File: src/rtl/riscv_mem_pkg.sv
// Shared definitions for the unified memory arbiter.
// Owner encodings tag the port that owns the response due next cycle.
package riscv_mem_pkg;

  typedef enum logic [1:0] {
    OwnNone = 2'd0,
    OwnIf   = 2'd1,
    OwnD    = 2'd2,
    OwnDw   = 2'd3  // store ack: data port owns the response, rdata forced to 0
  } owner_e;

  // Read latency of the memory macro, in cycles.
  localparam int unsigned MEM_RD_LAT = 1;

endpackage

File: src/rtl/arb_streak_counter.sv
// Saturating streak counter used to bound consecutive data grants while a fetch waits.
// Ports:
//   clk_i, rst_ni : clock, asynchronous active-low reset
//   inc_i         : count one more data grant (saturates at Max)
//   clr_i         : clear to zero (has priority over inc_i)
//   at_max_o      : count has reached Max
module arb_streak_counter #(
  parameter int unsigned Max = 4
) (
  input  logic clk_i,
  input  logic rst_ni,
  input  logic inc_i,
  input  logic clr_i,
  output logic at_max_o
);

  localparam int unsigned W = $clog2(Max + 1);

  logic [W-1:0] cnt_q, cnt_d;

  assign at_max_o = (cnt_q == W'(Max));

  always_comb begin
    cnt_d = cnt_q;
    if (clr_i) begin
      cnt_d = '0;
    end else if (inc_i && !at_max_o) begin
      cnt_d = cnt_q + 1'b1;
    end
  end

  always_ff @(posedge clk_i or negedge rst_ni) begin
    if (!rst_ni) begin
      cnt_q <= '0;
    end else begin
      cnt_q <= cnt_d;
    end
  end

endmodule

File: src/rtl/unified_mem_arbiter.sv
// Arbitrates one single-ported synchronous memory between the fetch port and the
// load/store port. At most one grant per cycle; the response returns one cycle later
// to the owner recorded at grant time.
// Ports:
//   clock, reset_n                     : clock, asynchronous active-low reset
//   if_req/if_addr -> if_gnt           : fetch request and same-cycle grant
//   if_rvalid/if_rdata                 : fetch response (cycle after grant)
//   d_req/d_we/d_be/d_addr/d_wdata     : load/store request
//   d_gnt, d_rvalid/d_rdata            : data grant and response (0 data for store acks)
//   mem_en/we/be/addr/wdata, mem_rdata : memory macro interface
//   stall                              : fetch waiting, core holds PC
//   conflict_cnt                       : saturating count of cycles with both requests
module unified_mem_arbiter
  import riscv_mem_pkg::*;
#(
  parameter int unsigned ADDR_W          = 32,
  parameter int unsigned DATA_W          = 32,
  parameter int unsigned MAX_DATA_STREAK = 4,
  parameter int unsigned CNT_W           = 16
) (
  input  logic                clock,
  input  logic                reset_n,
  input  logic                if_req,
  input  logic [ADDR_W-1:0]   if_addr,
  output logic                if_gnt,
  output logic                if_rvalid,
  output logic [DATA_W-1:0]   if_rdata,
  input  logic                d_req,
  input  logic                d_we,
  input  logic [DATA_W/8-1:0] d_be,
  input  logic [ADDR_W-1:0]   d_addr,
  input  logic [DATA_W-1:0]   d_wdata,
  output logic                d_gnt,
  output logic                d_rvalid,
  output logic [DATA_W-1:0]   d_rdata,
  output logic                mem_en,
  output logic                mem_we,
  output logic [DATA_W/8-1:0] mem_be,
  output logic [ADDR_W-1:0]   mem_addr,
  output logic [DATA_W-1:0]   mem_wdata,
  input  logic [DATA_W-1:0]   mem_rdata,
  output logic                stall,
  output logic [CNT_W-1:0]    conflict_cnt
);

  owner_e owner_q, owner_d;
  logic [CNT_W-1:0] conflict_q, conflict_d;
  logic streak_at_max;
  logic fetch_wins;

  // Fetch wins when alone, or when data has used up its streak allowance.
  assign fetch_wins = if_req && (!d_req || streak_at_max);

  // Grants are gated by reset_n so nothing reaches the memory while in reset.
  assign if_gnt = reset_n && fetch_wins;
  assign d_gnt  = reset_n && d_req && !fetch_wins;
  assign stall  = if_req && !if_gnt;

  arb_streak_counter #(
    .Max(MAX_DATA_STREAK)
  ) u_streak (
    .clk_i   (clock),
    .rst_ni  (reset_n),
    .inc_i   (d_gnt && if_req),
    .clr_i   (if_gnt || !if_req),
    .at_max_o(streak_at_max)
  );

  always_comb begin
    mem_en    = 1'b0;
    mem_we    = 1'b0;
    mem_be    = '0;
    mem_addr  = '0;
    mem_wdata = '0;
    owner_d   = OwnNone;
    if (if_gnt) begin
      mem_en   = 1'b1;
      mem_be   = '1;
      mem_addr = if_addr;
      owner_d  = OwnIf;
    end else if (d_gnt) begin
      mem_en    = 1'b1;
      mem_we    = d_we;
      mem_be    = d_be;
      mem_addr  = d_addr;
      mem_wdata = d_wdata;
      owner_d   = d_we ? OwnDw : OwnD;
    end
  end

  always_comb begin
    conflict_d = conflict_q;
    if (if_req && d_req && (conflict_q != '1)) begin
      conflict_d = conflict_q + 1'b1;
    end
  end

  always_ff @(posedge clock or negedge reset_n) begin
    if (!reset_n) begin
      owner_q    <= OwnNone;
      conflict_q <= '0;
    end else begin
      owner_q    <= owner_d;
      conflict_q <= conflict_d;
    end
  end

  assign conflict_cnt = conflict_q;

  assign if_rvalid = (owner_q == OwnIf);
  assign d_rvalid  = (owner_q == OwnD) || (owner_q == OwnDw);
  assign if_rdata  = (owner_q == OwnIf) ? mem_rdata : '0;
  assign d_rdata   = (owner_q == OwnD) ? mem_rdata : '0;

endmodule

File: config.mk
export PLATFORM = sky130hd
export DESIGN_NAME = unified_mem_arbiter
export DESIGN_NICKNAME = d
export VERILOG_FILES = /design/src/rtl/riscv_mem_pkg.sv /design/src/rtl/arb_streak_counter.sv /design/src/rtl/unified_mem_arbiter.sv
export SDC_FILE = /design/constraint.sdc
export NUM_CORES = 1
export LEC_CHECK = 0
export CAP_MARGIN = 0
export CORE_AREA = 2 2 114 116
export CTS_BUF_LIST = sky130_fd_sc_hd__clkbuf_4 sky130_fd_sc_hd__clkbuf_8 sky130_fd_sc_hd__clkbuf_16
export DETAILED_ROUTE_END_ITERATION = 7
export DIE_AREA = 0 0 116 118
export PLACE_DENSITY = 0.62
export SLEW_MARGIN = 20
export SYNTH_ARGS = -nofsm -noshare
export SYNTH_HDL_FRONTEND = slang
export SYNTH_SLANG_ARGS = --single-unit
export TNS_END_PERCENT = 1
File: constraint.sdc
create_clock -name clock -period 3.9 [get_ports clock]
set_input_delay 0.78 -clock clock [delete_from_list [all_inputs] [get_ports clock]]
set_output_delay 0.78 -clock clock [all_outputs]
set_load 0.005 [all_outputs]
# After elaboration in Yosys (flattened, before gate mapping)

Index checks and enable logic that the tools add are counted.

Word-level logic and storage cells: 45
Input bits: 137
Register bits after elaboration: 21

Multiplexer cells: 17
Equal/unequal tests: 5
Reductions and logical operators: 18
$add $sub $neg: 2

Operators with widths:

| operator                                      | count |
|---|---|
| two-way mux 32 bit                            | 6 |
| adder 16 x 1 -> 16 bit, second input constant | 1 |
| != test 16 bit, second input constant         | 1 |
| logical AND 1 bit                             | 9 |
| two-way mux 4 bit                             | 2 |
| two-way mux 3 bit                             | 2 |
| zero test 1 bit                               | 5 |
| two-way mux 1 bit                             | 5 |
| == test 2 bit, second input constant          | 2 |
| two-way mux 2 bit                             | 2 |
| adder 3 x 1 -> 3 bit, second input constant   | 1 |
| == test 3 bit, second input constant          | 1 |
| logical OR 1 bit                              | 3 |
| == test 2 x 1 -> 1 bit, second input constant | 1 |
| nonzero test 2 bit                            | 1 |

# Depth between registers and ports, before layout

Gate-level depths: netlist (run 1).

Word-level depth: 9
Mapped depth: 8
Depth with buffers taken out: 6

# Hierarchy

From an unflattened synthesis (run 1), not the netlist that was laid out.

Cell total of the unflattened synthesis: 250
Area total of the unflattened synthesis: 2092.0 µm²

By module, submodules not included:

| module              | instances | cells an instance | sequential area each (µm²) | area each (µm²) |
|---|---|---|---|---|
| unified_mem_arbiter | 1         | 232               | 450.4                      | 1899.3 |
| arb_streak_counter  | 1         | 18                | 75.1                       | 192.7 |

# Least setup slack after synthesis (run 1)

OpenSTA, ideal clock, no wires.

Path type: input port to output port
From: input port d_req
To: output port mem_addr[27]
Path buffers: 3
Data arrival time: 1.669 ns
Path slack: 1.451 ns
Cell stages on the path: 6
Path through: buf_4 nand2_2 and3_1 clkbuf_1 buf_2 a22o_1

Elaborated cells on any way between the ends: 9

RTL lines:

| element            | line                      | source |
|---|---|---|
| start, declared    | unified_mem_arbiter.sv:28 | `input logic d_req,` |
| zero test 1 bit    | unified_mem_arbiter.sv:52 | `assign fetch_wins = if_req && (!d_req \|\| streak_at_max);` |
| logical OR 1 bit   | unified_mem_arbiter.sv:52 |  |
| logical AND 1 bit  | unified_mem_arbiter.sv:52 |  |
| logical AND 1 bit  | unified_mem_arbiter.sv:55 | `assign if_gnt = reset_n && fetch_wins;` |
| named net if_gnt   | unified_mem_arbiter.sv:25 | `output logic if_gnt,` |
| two-way mux 32 bit | unified_mem_arbiter.sv:76 | `if (if_gnt) begin` |
| end, declared      | unified_mem_arbiter.sv:39 | `output logic [ADDR_W-1:0] mem_addr,` |

The timed path passes the listed nets, and every way through them passes these cells.

# Worst setup path in the final report (run 1)

From: input port d_req
To: output port mem_addr[13]

Word-level cells in the longest chain between the ends: 7
Elaborated cells on any way between the ends: 9

Ends and longest elaborated chain:

| element              | line                      | source |
|---|---|---|
| zero test 1 bit      | unified_mem_arbiter.sv:52 |  |
| logical OR 1 bit     | unified_mem_arbiter.sv:52 |  |
| logical AND 1 bit    | unified_mem_arbiter.sv:52 |  |
| zero test 1 bit      | unified_mem_arbiter.sv:56 | `assign d_gnt = reset_n && d_req && !fetch_wins;` |
| logical AND 1 bit    | unified_mem_arbiter.sv:56 |  |
| two-way mux 32 bit   | unified_mem_arbiter.sv:81 | `end else if (d_gnt) begin` |
| two-way mux 32 bit * | unified_mem_arbiter.sv:76 |  |

Every way passes the cells marked *; elsewhere a longest branch is shown, timed or not.

==> results of run 1 <==
-- report_power, final --
group | internal (mW) | switching [mW]
registers | 0.252 | 0.0441
logic | 0.353 | 0.172
clock network | 0.146 | 0.0761
-- per-layer routing --
| metal | track usage, % | share of wire, % | vias to the layer above |
|---|---|---|---|
| met2 | 28.98 | 46 | 176 |
| met4 | 3.646 | 1.4 | 6 |
| met1 | 20.75 | 39 | 1402 |
| met5 | 0 | 0.26 | - |
| met3 | 8.342 | 13 | 20 |
| li1 | - | - | 1470 |
-- worst min path at each step --
stage	from	endpoint	slack, ps	cells after the start
after floorplan	reset_n	conflict_cnt[0]	480	0
after global placement	conflict_cnt[8]	conflict_cnt[8]	500	1
after detailed placement	conflict_cnt[8]	conflict_cnt[8]	510	1
after CTS	conflict_cnt[8]	conflict_cnt[8]	510	1
after global routing	conflict_cnt[7]	conflict_cnt[7]	550	1
final	conflict_cnt[8]	conflict_cnt[8]	510	1
-- cell usage after synthesis, drive strengths merged --
master	number	area [µm²]
ha	3	37.54
o211ai	5	37.54
nor2b	3	18.77
nand2	13	51.30
xnor2	9	78.83
o21ai	1	8.760
nand4b	1	8.760
nor2	6	22.52
mux2	2	22.52
buf	11	65.06
and3	4	26.28
or2	2	12.51
nand3	3	15.01
nand4	2	27.53
a21o	1	7.510
inv	6	22.52
a31oi	1	6.260
o2111ai	2	17.52
o22ai	2	12.51
clkbuf	11	41.29
o21a	2	15.01
mux2i	2	20.02
and2	103	644.4
nor4b	1	23.77
xor2	1	8.760
a22o	32	280.3
nor3	1	5.000
a21oi	7	38.79
and4	2	20.02
a31o	4	35.03
nor3b	1	7.510
dfrtp	21	525.5
-- layout make-up --
type                            count  area share, %
Timing Repair Buffer              299          55.86
Multi-Input combinational cell    216          28.28
Tap cell                          172          4.010
Antenna cell                        2        0.09326
Sequential cell                    21          9.792
Inverter                            6         0.4197
Clock buffer                        4          1.539
-- cells by family (layout without fill, tap and decap cells) --
group	Yosys count	in the layout	share of synthesized area [%]
XOR/XNOR	10	10	4.047
AND/OR/NAND/NOR	142	142	40.81
buffers and inverters	28	309	5.954
flip-flops	21	21	24.28
AO/OA/AOI/OAI	57	57	21.21
multiplexers	4	4	1.965
adder cells (fa/ha/maj)	3	3	1.734
other	0	2	0
-- critical path: cells and delay by family --
kind	cells	cell delay (ps)
buffers and inverters	3	1210
AOI/OAI and AO/OA	1	200
and+or+nand+nor	2	510
-- metrics by stage --
stage	util, %	worst slack (ps)
after floorplan	-	1451
after global placement	42.52	457.0
after detailed placement	42.52	402.8
after CTS	43.19	402.5
after global routing	43.23	320.2
final	43.23	401.4
-- registers in the layout (all words and copies together), names as in the netlist --
name and cells:
conflict_cnt 16, u_streak.cnt_q 3, owner_q 2
==> summary.md, run 1 <==
| Metric | Value |
|---|---|
| Post-DRT Antenna Nets | `0` |
| CP Max Fanout | `34` |
| Mapped cell area | `around 2200 µm²` |
| Setup TNS | `0 ps` |
| Fin crit share | `about nine tenths` |
| Root buf cell | `clkbuf_16` |
| Slew HR | `approximately three quarters` |
| Sequential cell area fraction in the yosys report | `roughly 24%` |
| Syn Area/Cell | `just over 8 µm²` |
| Slowest cell on the critical path | `clkdlybuf4s50_1` |
| DP Wirelength | `around 11 mm` |
| Setup Viol. Count Final | `0` |
| CTS Buf Count | `3` |
| Max_cap viols | `0` |
| Most frequent cells in the layout | `clkdlybuf4s50_1, and2_1, a22o_1` |
| Register area | `525.5 µm²` |
| Placed Area | `5279 µm²` |
| Post-CTS setup buffer count | `0` |
| Nets | `between 600 and 700` |
| Share of layout cells above drive strength 1 | `4.579%` |
| #FFs+latches synth | `21` |
| R2r setup slk | `around 2200 ps` |
| Overall Power | `approximately 1.0 mW` |
| Post-route cell area | `between 5000 and 6000 µm²` |
| RSZ-0062 raised after global routing | `no` |
| Clock transition at path regs | `about 50 ps` |
| Iteration-0 DRC Markers | `140` |
| Final Skew | `roughly 2.5 ps` |
| Peak supply drop | `0.1644 mV` |
| Post-Syn Nets | `approximately 400` |
| Worst setup startpoint | `d_req` |
| PostCTS Resize Cnt | `0` |
| Die X-Extent | `116 µm` |
| # DRC | `0` |
| Max Buffers Root-to-Sink | `2` |
| Most common cell after layout, fill and taps aside | `clkdlybuf4s50_1` |
| FMAX | `285.8 MHz` |
| Port bufs | `291` |
| Fillers | `1231` |
| Via density | `4.269` |
| Remaining Overflow, GRT | `0` |
| Starting Density | `between 10% and 20%` |
| Die Y | `between 100 and 150 µm` |
| Type of the worst min-delay path | `reg -> reg` |
| Final slew viol count | `0` |
| H-tree depth | `1` |
| Crit Reg-Reg Endpoint | `conflict_cnt[1]` |
| YS warnings | `0` |
| CP cell instances | `clkdlybuf4s50_1 > nand2_2 > and3_1 > buf_12 > a22o_1 > clkdlybuf4s50_1` |
| WHS | `approximately 510 ps` |
| Site row count | `around 40` |
| Placer Congestion | `about 0.85` |
| Critical path class | `in -> out` |
| Crit end category | `output port` |
| Hold_buf cts | `0` |
| Fin. Hold Viols | `0` |
| Worst slew pin tran | `around 350 ps` |
| Number of detailed-route iterations in the first pass | `4` |
| Outcome | `finished, final reports clean` |
| Per-cell routed wire length | `roughly 18 µm` |
| IO Pins | `292` |
| Skew-Pair Late Insertion Delay | `roughly 250 ps` |
| Core area | `around 12000 µm²` |
| Startpoint type of the worst setup path | `input pin` |
| Crit path to | `mem_addr[13]` |
| Synth unique cells | `40` |
| Clock sinks | `21` |
| Critical path arrival | `between 2000 and 3000 ps` |
| Vias in the first global route | `about 3k` |
| Pwr Density | `between 150 and 200 nW/µm²` |
| Final WL | `12.85 mm` |
| Placed cell count | `around 710` |
| Leakage | `around 2.1 nW` |
| Post-synthesis cell count | `around 270` |
| Area Overhead vs Synth | `147.9%` |
| Non-Filler Instances | `between 700 and 800` |
| Final min period | `3499 ps` |
| Die ar. | `13690 µm²` |
| First-pass GRT wire length | `18.37 mm` |
| Multi-input logic area | `between 1500 and 2000 µm²` |
| Reg2reg start | `conflict_cnt[0]` |
| CTS tree | `done` |
| Largest net degree at the start of global routing | `69` |
| Overall Global Routing Usage | `around 18%` |
| Initial antenna violation count | `5` |
| Worst path max stage delay | `510 ps` |
| Routed vias | `~3.1k` |
| R2R depth | `5` |
| CP dominant cell by count | `clkdlybuf4s50_1` |
| CP required | `~3100 ps` |
(Power assumes the default switching activity.)
==> run 2, diff against run 1 <==
--- a/config.mk
+++ b/config.mk
@@ -11,7 +11,6 @@
 export DETAILED_ROUTE_END_ITERATION = 7
 export DIE_AREA = 0 0 116 118
 export PLACE_DENSITY = 0.62
-export SLEW_MARGIN = 20
 export SYNTH_ARGS = -nofsm -noshare
 export SYNTH_HDL_FRONTEND = slang
 export SYNTH_SLANG_ARGS = --single-unit
==> constraint.sdc (replaced) <==
create_clock -name clock -period 3.9 [get_ports clock]
set_input_delay 1.17 -clock clock [delete_from_list [all_inputs] [get_ports clock]]
set_output_delay 1.17 -clock clock [all_outputs]
set_load 0.005 [all_outputs]
==> run 2 against run 1 <==
  * The run now ends with negative setup slack left
  * Combinational power up 2%
  * Cell count up 1.7%
  * Via count up 0.85%
  * Sequential share of layout area down 0.21 points
  * Non-clock buffer count up 13
  * Critical path type unchanged
==> summary.md, run 2 (synthesis results as in run 1) <==
| Metric | Value |
|---|---|
| Outcome | `finished, violations left` |
| Failing checks | `negative setup slack` |
| Post-route cell area | `5487 µm² (+2.2%)` |
| Worst setup margin | `-227.3 ps (-628.7 ps)` |
| Largest net degree at the start of global routing | `35 (-49%)` |
| CTS Buf Count | `3 (unchanged)` |
| Non-Filler Instances | `732 (+1.7%)` |
| Fin. Hold Viols | `0 (unchanged)` |
| Nets | `700 (+1.9%)` |
| Overall Global Routing Usage | `17.94% (+0.34 points)` |
| Die Y | `118 µm (unchanged)` |
| Core area | `12410 µm² (unchanged)` |
| Share of layout cells above drive strength 1 | `6.798% (+2.2 points)` |
| Cell family with most CP delay | `buffers and inverters` |
| Vias in the first global route | `3056 (+1.3%)` |
| WP depth | `7 (+1)` |
| Worst slew pin tran | `350.3 ps (-0.2441 ps)` |
| Initial antenna violation count | `4 (-1)` |
| Critical path class | `in -> out` |
| DP Wirelength | `11.19 mm (+1.1%)` |
| CP cell instances | `clkdlybuf4s50_1 > buf_4 > a21oi_4 > buf_4 > buf_12 > a22o_1 > clkdlybuf4s50_1` |
| Fin crit share | `105.8% (+16 points)` |
| Per-cell routed wire length | `17.88 µm (+0.20%)` |
| Max reg flops | `16 (unchanged)` |
| Crit end category | `output port` |
| Final Skew | `3.653 ps (+1.190 ps)` |
| Site row count | `41 (unchanged)` |
| Final slew viol count | `0 (unchanged)` |
| Setup Viol. Count Final | `46 (+46)` |
| Most common cell after layout, fill and taps aside | `clkdlybuf4s50_1` |
| Skew-Pair Late Insertion Delay | `250 ps (about the same)` |
| Type of the worst min-delay path | `reg -> reg` |
| H-tree depth | `1 (unchanged)` |
| CP Max Fanout | `17 (-50%)` |
| Final min period | `4127 ps (+628.7 ps)` |
| Leakage | `2.314 nW (+11%)` |
| First-pass GRT wire length | `18.61 mm (+1.3%)` |
| Hold_buf cts | `0 (unchanged)` |
| Peak supply drop | `0.1557 mV (-5.3%)` |
| Root buf cell | `clkbuf_16` |
| Starting Density | `17.44% (unchanged)` |
| Slew HR | `76.65% (about the same)` |
| Routed vias | `3100 (+0.85%)` |
| Post-DRT Antenna Nets | `0 (unchanged)` |
| Slowest cell on the critical path | `clkdlybuf4s50_1` |
| Area Overhead vs Synth | `153.5%` |
| Die X-Extent | `116 µm (unchanged)` |
| Final WL | `13.09 mm (+1.9%)` |
| Startpoint type of the worst setup path | `input pin` |
| WHS Path Cells | `1 (unchanged)` |
| Most frequent cells in the layout | `clkdlybuf4s50_1, and2_1, a22o_1` |
| Max Buffers Root-to-Sink | `2 (unchanged)` |
| Max_cap viols | `0 (unchanged)` |
| Die ar. | `13690 µm² (unchanged)` |
| Iteration-0 DRC Markers | `127 (-9.3%)` |
| Pwr Density | `191.3 nW/µm² (-1.6%)` |
| Number of detailed-route iterations in the first pass | `4 (unchanged)` |
| Buf/Inv on CP | `5 (+2)` |
| FMAX | `242.3 MHz (-15%)` |
| Placed cell count | `722 (+1.1%)` |
| Setup TNS | `-7667 ps (-7667 ps)` |
| Clock transition at path regs | `60 ps (about the same)` |
| CP required | `2730 ps (-390 ps)` |
| IO Pins | `292 (unchanged)` |
| Placer Congestion | `0.9040 (+5.8%)` |
| R2R depth | `5 (unchanged)` |
| Port bufs | `291 (unchanged)` |
| CTS tree | `done` |
| WHS | `512.8 ps (+0.6260 ps)` |
| Fillers | `1200 (-2.5%)` |
| Via density | `4.235 (-0.81%)` |
| Placed Area | `5339 µm² (+1.1%)` |
| # DRC | `0 (unchanged)` |
| RSZ-0062 raised after global routing | `yes` |
| Place WS | `-297.6 ps (-700.4 ps)` |
| Remaining Overflow, GRT | `0 (unchanged)` |
| Worst path max stage delay | `510 ps (about the same)` |
| Clock sinks | `21 (unchanged)` |
| Critical path arrival | `2960 ps (+240 ps)` |
## run 2: final timing paths
path / from / end / slack, ps
worst max-delay path: if_req / mem_addr[24] / -230
worst min-delay path: conflict_cnt[8] / conflict_cnt[8] / 510
worst max register to register: conflict_cnt[0] / conflict_cnt[1] / 2230
worst min register to register: conflict_cnt[8] / conflict_cnt[8] / 510
max in group asynchronous: reset_n / conflict_cnt[13] / 2550
min in group asynchronous: reset_n / conflict_cnt[3] / 1110
## run 2: report_power, final
group,switching [mW],internal (mW)
clock,0.0775,0.138
sequential,0.0452,0.252
combinational,0.177,0.361
## run 2: repair_timing
action / in CTS / in global routing
setup buffers: 4 / 0
endpoints found under the hold margin: 0 / 0
gates cloned: 1 / 0
endpoints found under the setup margin: 72 / 54
pin swaps: 1 / 3
gates resized for setup: 20 / 6
## run 2: metrics by stage
stage	utilization, %	power [mW]
floorplan	-	0.4474
global placement	43.01	0.8303
detailed placement	43.01	0.8385
CTS	44.03	1.062
global route	44.17	1.117
finish	44.19	1.050
## run 2: routing by layer
layer	share of wire [%]	GRT usage, %	up-vias	routed length (µm)
li1	-	-	1499	-
met1	41	22.42	1401	5414
met2	46	29.90	172	6031
met3	11	6.694	20	1431
met4	1.1	2.604	8	150
met5	0.44	0	-	57
## run 2: cell type report
| type | count | area [µm²] | area share [%] |
|---|---|---|---|
| Antenna cell | 1 | 2.502 | 0.04561 |
| Clock inverter | 1 | 5.005 | 0.09122 |
| Tap cell | 172 | 215.2 | 3.922 |
| Timing Repair Buffer | 312 | 3123 | 56.92 |
| Sequential cell | 21 | 525.5 | 9.578 |
| Inverter | 6 | 22.52 | 0.4105 |
| Clock buffer | 3 | 75.07 | 1.368 |
| Multi-Input combinational cell | 216 | 1518 | 27.66 |
==> run 3, diff against run 2 <==
--- a/config.mk
+++ b/config.mk
@@ -6,12 +6,13 @@
 export NUM_CORES = 1
 export LEC_CHECK = 0
 export CAP_MARGIN = 0
-export CORE_AREA = 2 2 114 116
+export CORE_AREA = 2 2 112 114
 export CTS_BUF_LIST = sky130_fd_sc_hd__clkbuf_4 sky130_fd_sc_hd__clkbuf_8 sky130_fd_sc_hd__clkbuf_16
 export DETAILED_ROUTE_END_ITERATION = 7
-export DIE_AREA = 0 0 116 118
-export PLACE_DENSITY = 0.62
+export DIE_AREA = 0 0 114 116
+export PLACE_DENSITY = 0.63
 export SYNTH_ARGS = -nofsm -noshare
 export SYNTH_HDL_FRONTEND = slang
+export SYNTH_HIERARCHICAL = 1
 export SYNTH_SLANG_ARGS = --single-unit
 export TNS_END_PERCENT = 1
==> constraint.sdc (replaced) <==
create_clock -name clock -period 5.15 [get_ports clock]
set_input_delay 1.545 -clock clock [delete_from_list [all_inputs] [get_ports clock]]
set_output_delay 1.545 -clock clock [all_outputs]
set_load 0.005 [all_outputs]
==> run 3 against run 2 <==
  * The flow now finishes without violations
  * Sequential power decreased by 24%
  * Highest routed layer is now met4
  * Synthesized cell count decreased by 5.7%
  * Clock power decreased by 24%
  * Largest power group unchanged
  * Critical endpoint unchanged
==> summary.md, run 3 <==
| Metric | Value |
|---|---|
| Most common cell after layout, fill and taps aside | `clkdlybuf4s50_1` |
| Syn Area/Cell | `8.368 µm² (+2.4%)` |
| H-tree depth | `1 (unchanged)` |
| Fin. Hold Viols | `0 (unchanged)` |
| Peak supply drop | `0.1136 mV (-27%)` |
| Max_cap viols | `0 (unchanged)` |
| Post-synthesis cell count | `250 (-5.7%)` |
| DP Wirelength | `9.088 mm (-19%)` |
| Die ar. | `13220 µm² (-3.4%)` |
| Final Skew | `3.895 ps (+0.2427 ps)` |
| Placed Area | `5219 µm² (-2.2%)` |
| Startpoint type of the worst setup path | `input pin` |
| Pwr Density | `145.8 nW/µm² (-24%)` |
| Overall Global Routing Usage | `14.56% (-3.4 points)` |
| Initial antenna violation count | `0 (-4)` |
| Max Buffers Root-to-Sink | `2 (unchanged)` |
| Overall Power | `772.5 µW (-26%)` |
| Area contributors post-synth | `and2_1, dfrtp_1, a22o_1` |
| First-pass GRT wire length | `15.21 mm (-18%)` |
| Routed vias | `2912 (-6.1%)` |
| Clock transition at path regs | `60 ps (about the same)` |
| Sequential cell area fraction in the yosys report | `25.12% (+0.84 points)` |
| Comb power frac | `49.5% (-1.7 points)` |
| Nets | `676 (-3.4%)` |
| Max reg flops | `16 (unchanged)` |
| Largest net degree at the start of global routing | `50 (+43%)` |
| Slew HR | `66.75% (-9.9 points)` |
| Critical path class | `in -> out` |
| CTS Buf Count | `3 (unchanged)` |
| Final WL | `10.77 mm (-18%)` |
| Outcome | `finished, final reports clean` |
| Most frequent cells in the layout | `clkdlybuf4s50_1, and2_1, a22o_1` |
| NetSw | `212.0 µW (-29%)` |
| Core area | `11910 µm² (-4.1%)` |
| Die Y | `116 µm (-1.7%)` |
| Critical path arrival | `3460 ps (+500 ps)` |
| Setup Viol. Count Final | `0 (-100%)` |
| Post-synth ARST share | `100.0% (unchanged)` |
| Ant. Diodes | `0 (-1)` |
| CP cell instances | `clkdlybuf4s50_1 > nand2_1 > a21oi_4 > buf_12 > a22o_1 > clkdlybuf4s50_1` |
| #FFs+latches synth | `21 (unchanged)` |
| Final slew viol count | `0 (unchanged)` |
| Final min period | `roughly 5000 ps` |
| CP required | `3610 ps (+880 ps)` |
| FMAX | `about 200 MHz` |
| Post-route cell area | `5299 µm² (-3.4%)` |
| Root buf cell | `clkbuf_16` |
| Type of the worst min-delay path | `reg -> reg` |
| Per-cell routed wire length | `15.79 µm (-12%)` |
| Buf/Inv on CP | `3 (-2)` |
| Starting Density | `17.56% (+0.13 points)` |
| CP dominant cell by count | `clkdlybuf4s50_1` |
| Port bufs | `291 (unchanged)` |
| Cell family with most CP delay | `buffers and inverters` |
| Crit end category | `output port` |
| Iteration-0 DRC Markers | `117 (-7.9%)` |
| PostCTS Resize Cnt | `0 (-100%)` |
| Leakage | `2.062 nW (-11%)` |
| Synth unique cells | `35 (-13%)` |
| Sw frac | `27.44% (-1.1 points)` |
| Post-CTS setup buffer count | `0 (-4)` |
| CTS tree | `done` |
| Placer Congestion | `0.7650 (-15%)` |
| Area Overhead vs Synth | `153.3% (about the same)` |
| CP Max Fanout | `40 (+23)` |
| Clock sinks | `21 (unchanged)` |
| Int Power | `560.5 µW (-25%)` |
| WHS | `505.7 ps (-7.118 ps)` |
| Fin util | `44.49% (+0.29 points)` |
| RSZ-0062 raised after global routing | `no` |
| YS warnings | `6 (+6)` |
| Number of detailed-route iterations in the first pass | `4 (unchanged)` |
| IO Pins | `292 (unchanged)` |
| Most used DFF post-synth | `dfrtp_1` |
| Yosys top cell area share | `30.20% (+0.43 points)` |
| Post-DRT Antenna Nets | `0 (unchanged)` |
| Skew-Pair Late Insertion Delay | `250 ps (about the same)` |
| Share of layout cells above drive strength 1 | `5.421% (-1.4 points)` |
| Fin crit share | `a little over nine tenths` |
| Clock power share | `21.3% (+0.8 points)` |
| Via density | `4.270 (+0.82%)` |
| Worst slew pin tran | `498.7 ps (+148.4 ps)` |
| Hold_buf cts | `0 (unchanged)` |
| Leading area contributor after synthesis | `and2_1` |
| Synth cell count leaders | `and2_1, a22o_1, dfrtp_1, clkbuf_1, xnor2_1` |
| Register share of total power | `29.2% (+0.9 points)` |
| Slowest cell on the critical path | `clkdlybuf4s50_1` |
| Remaining Overflow, GRT | `0 (unchanged)` |
| Post-Syn Nets | `390 (-3.7%)` |
| Count leader, synth | `and2_1` |
| Site row count | `40 (-2.4%)` |
| # DRC | `0 (unchanged)` |
| Die X-Extent | `114 µm (-1.7%)` |
| Setup TNS | `0 ps (+7667 ps)` |
| Worst path max stage delay | `610 ps (+100 ps)` |
| Vias in the first global route | `2856 (-6.5%)` |
| Number of flops mapped to enable cells by yosys | `0 (unchanged)` |
| Mapped cell area | `2092 µm² (-3.4%)` |
[run 3: cell types whose count changed after synthesis, moves of 4 or more]
cell      before  now
buf_2          7    2
nor2_1         6    1
nand3_1        3    7
nand4_1        1    5
nand2_1       12    7
o211ai_1       5    0
[run 3: cell families (layout without fill, tap and decap cells)]
family          after synthesis  after routing  synth area share (%)
compound gates               44             44                 18.18
xor+xnor                     15             15                 6.280
fa+ha+maj                     3              3                 1.794
buf+inv                      22            307                 4.425
flops                        21             21                 25.12
mux                           3              3                 1.734
simple gates                142            142                 42.46
[run 3: area by class of cell]
| cell class | count | area [µm²] |
|---|---|---|
| Timing Repair Buffer | 299 | 2998 |
| Clock buffer | 3 | 75.07 |
| Clock inverter | 1 | 5.005 |
| Multi-Input combinational cell | 207 | 1496 |
| Sequential cell | 21 | 525.5 |
| Inverter | 4 | 15.01 |
| Fill cell | 1146 | 6613 |
| Tap cell | 147 | 183.9 |
[run 3: path summary, 6_finish.rpt]
path	start	endpoint	slack (ps)	depth (start not counted)
setup / recovery	if_req	mem_addr[24]	140	6
hold / removal	conflict_cnt[15]	conflict_cnt[15]	510	1
setup reg to reg	u_streak/cnt_q[0]	u_streak/cnt_q[0]	2940	8
hold reg to reg	conflict_cnt[15]	conflict_cnt[15]	510	1
max in group asynchronous	reset_n	conflict_cnt[6]	3180	2
min in group asynchronous	reset_n	u_streak/cnt_q[0]	1680	2
[run 3: power by group through the flow]
| stage | sequential [mW] | combinational [mW] | clock (mW) |
|---|---|---|---|
| after floorplan | 0.223 | 0.103 | 0 |
| after global placement | 0.228 | 0.384 | 0 |
| after detailed placement | 0.228 | 0.386 | 0 |
| after CTS | 0.226 | 0.387 | 0.170 |
| after global routing | 0.230 | 0.411 | 0.177 |
| final | 0.226 | 0.382 | 0.164 |
[run 3: worst reg2reg max path: cells and delay by family, from the launching register on]
family	cells	cell delay, ps
AO/OA/AOI/OAI	2	450
flip-flops	1	400
multiplexers	1	310
adder cells (fa/ha/maj)	1	230
buffers and inverters	2	280
AND/OR/NAND/NOR	2	420
[run 3: metal layers]
layer | vias to the layer above | GRT usage, % | part of all wire (%)
met2 | 177 | 25.71 | 50
met3 | 8 | 4.079 | 9.9
met5 | - | 0 | 0
met1 | 1297 | 17.87 | 39
li1 | 1430 | - | -
met4 | 0 | 2.683 | 1.0
[run 3: through the flow]
step | setup slack [ps] | instances
floorplan | 1264 | 250
global placement | 180.1 | 678
detailed placement | 146.6 | 678
CTS | 138.7 | 682
global route | 60.52 | 682
finish | 144.8 | 682
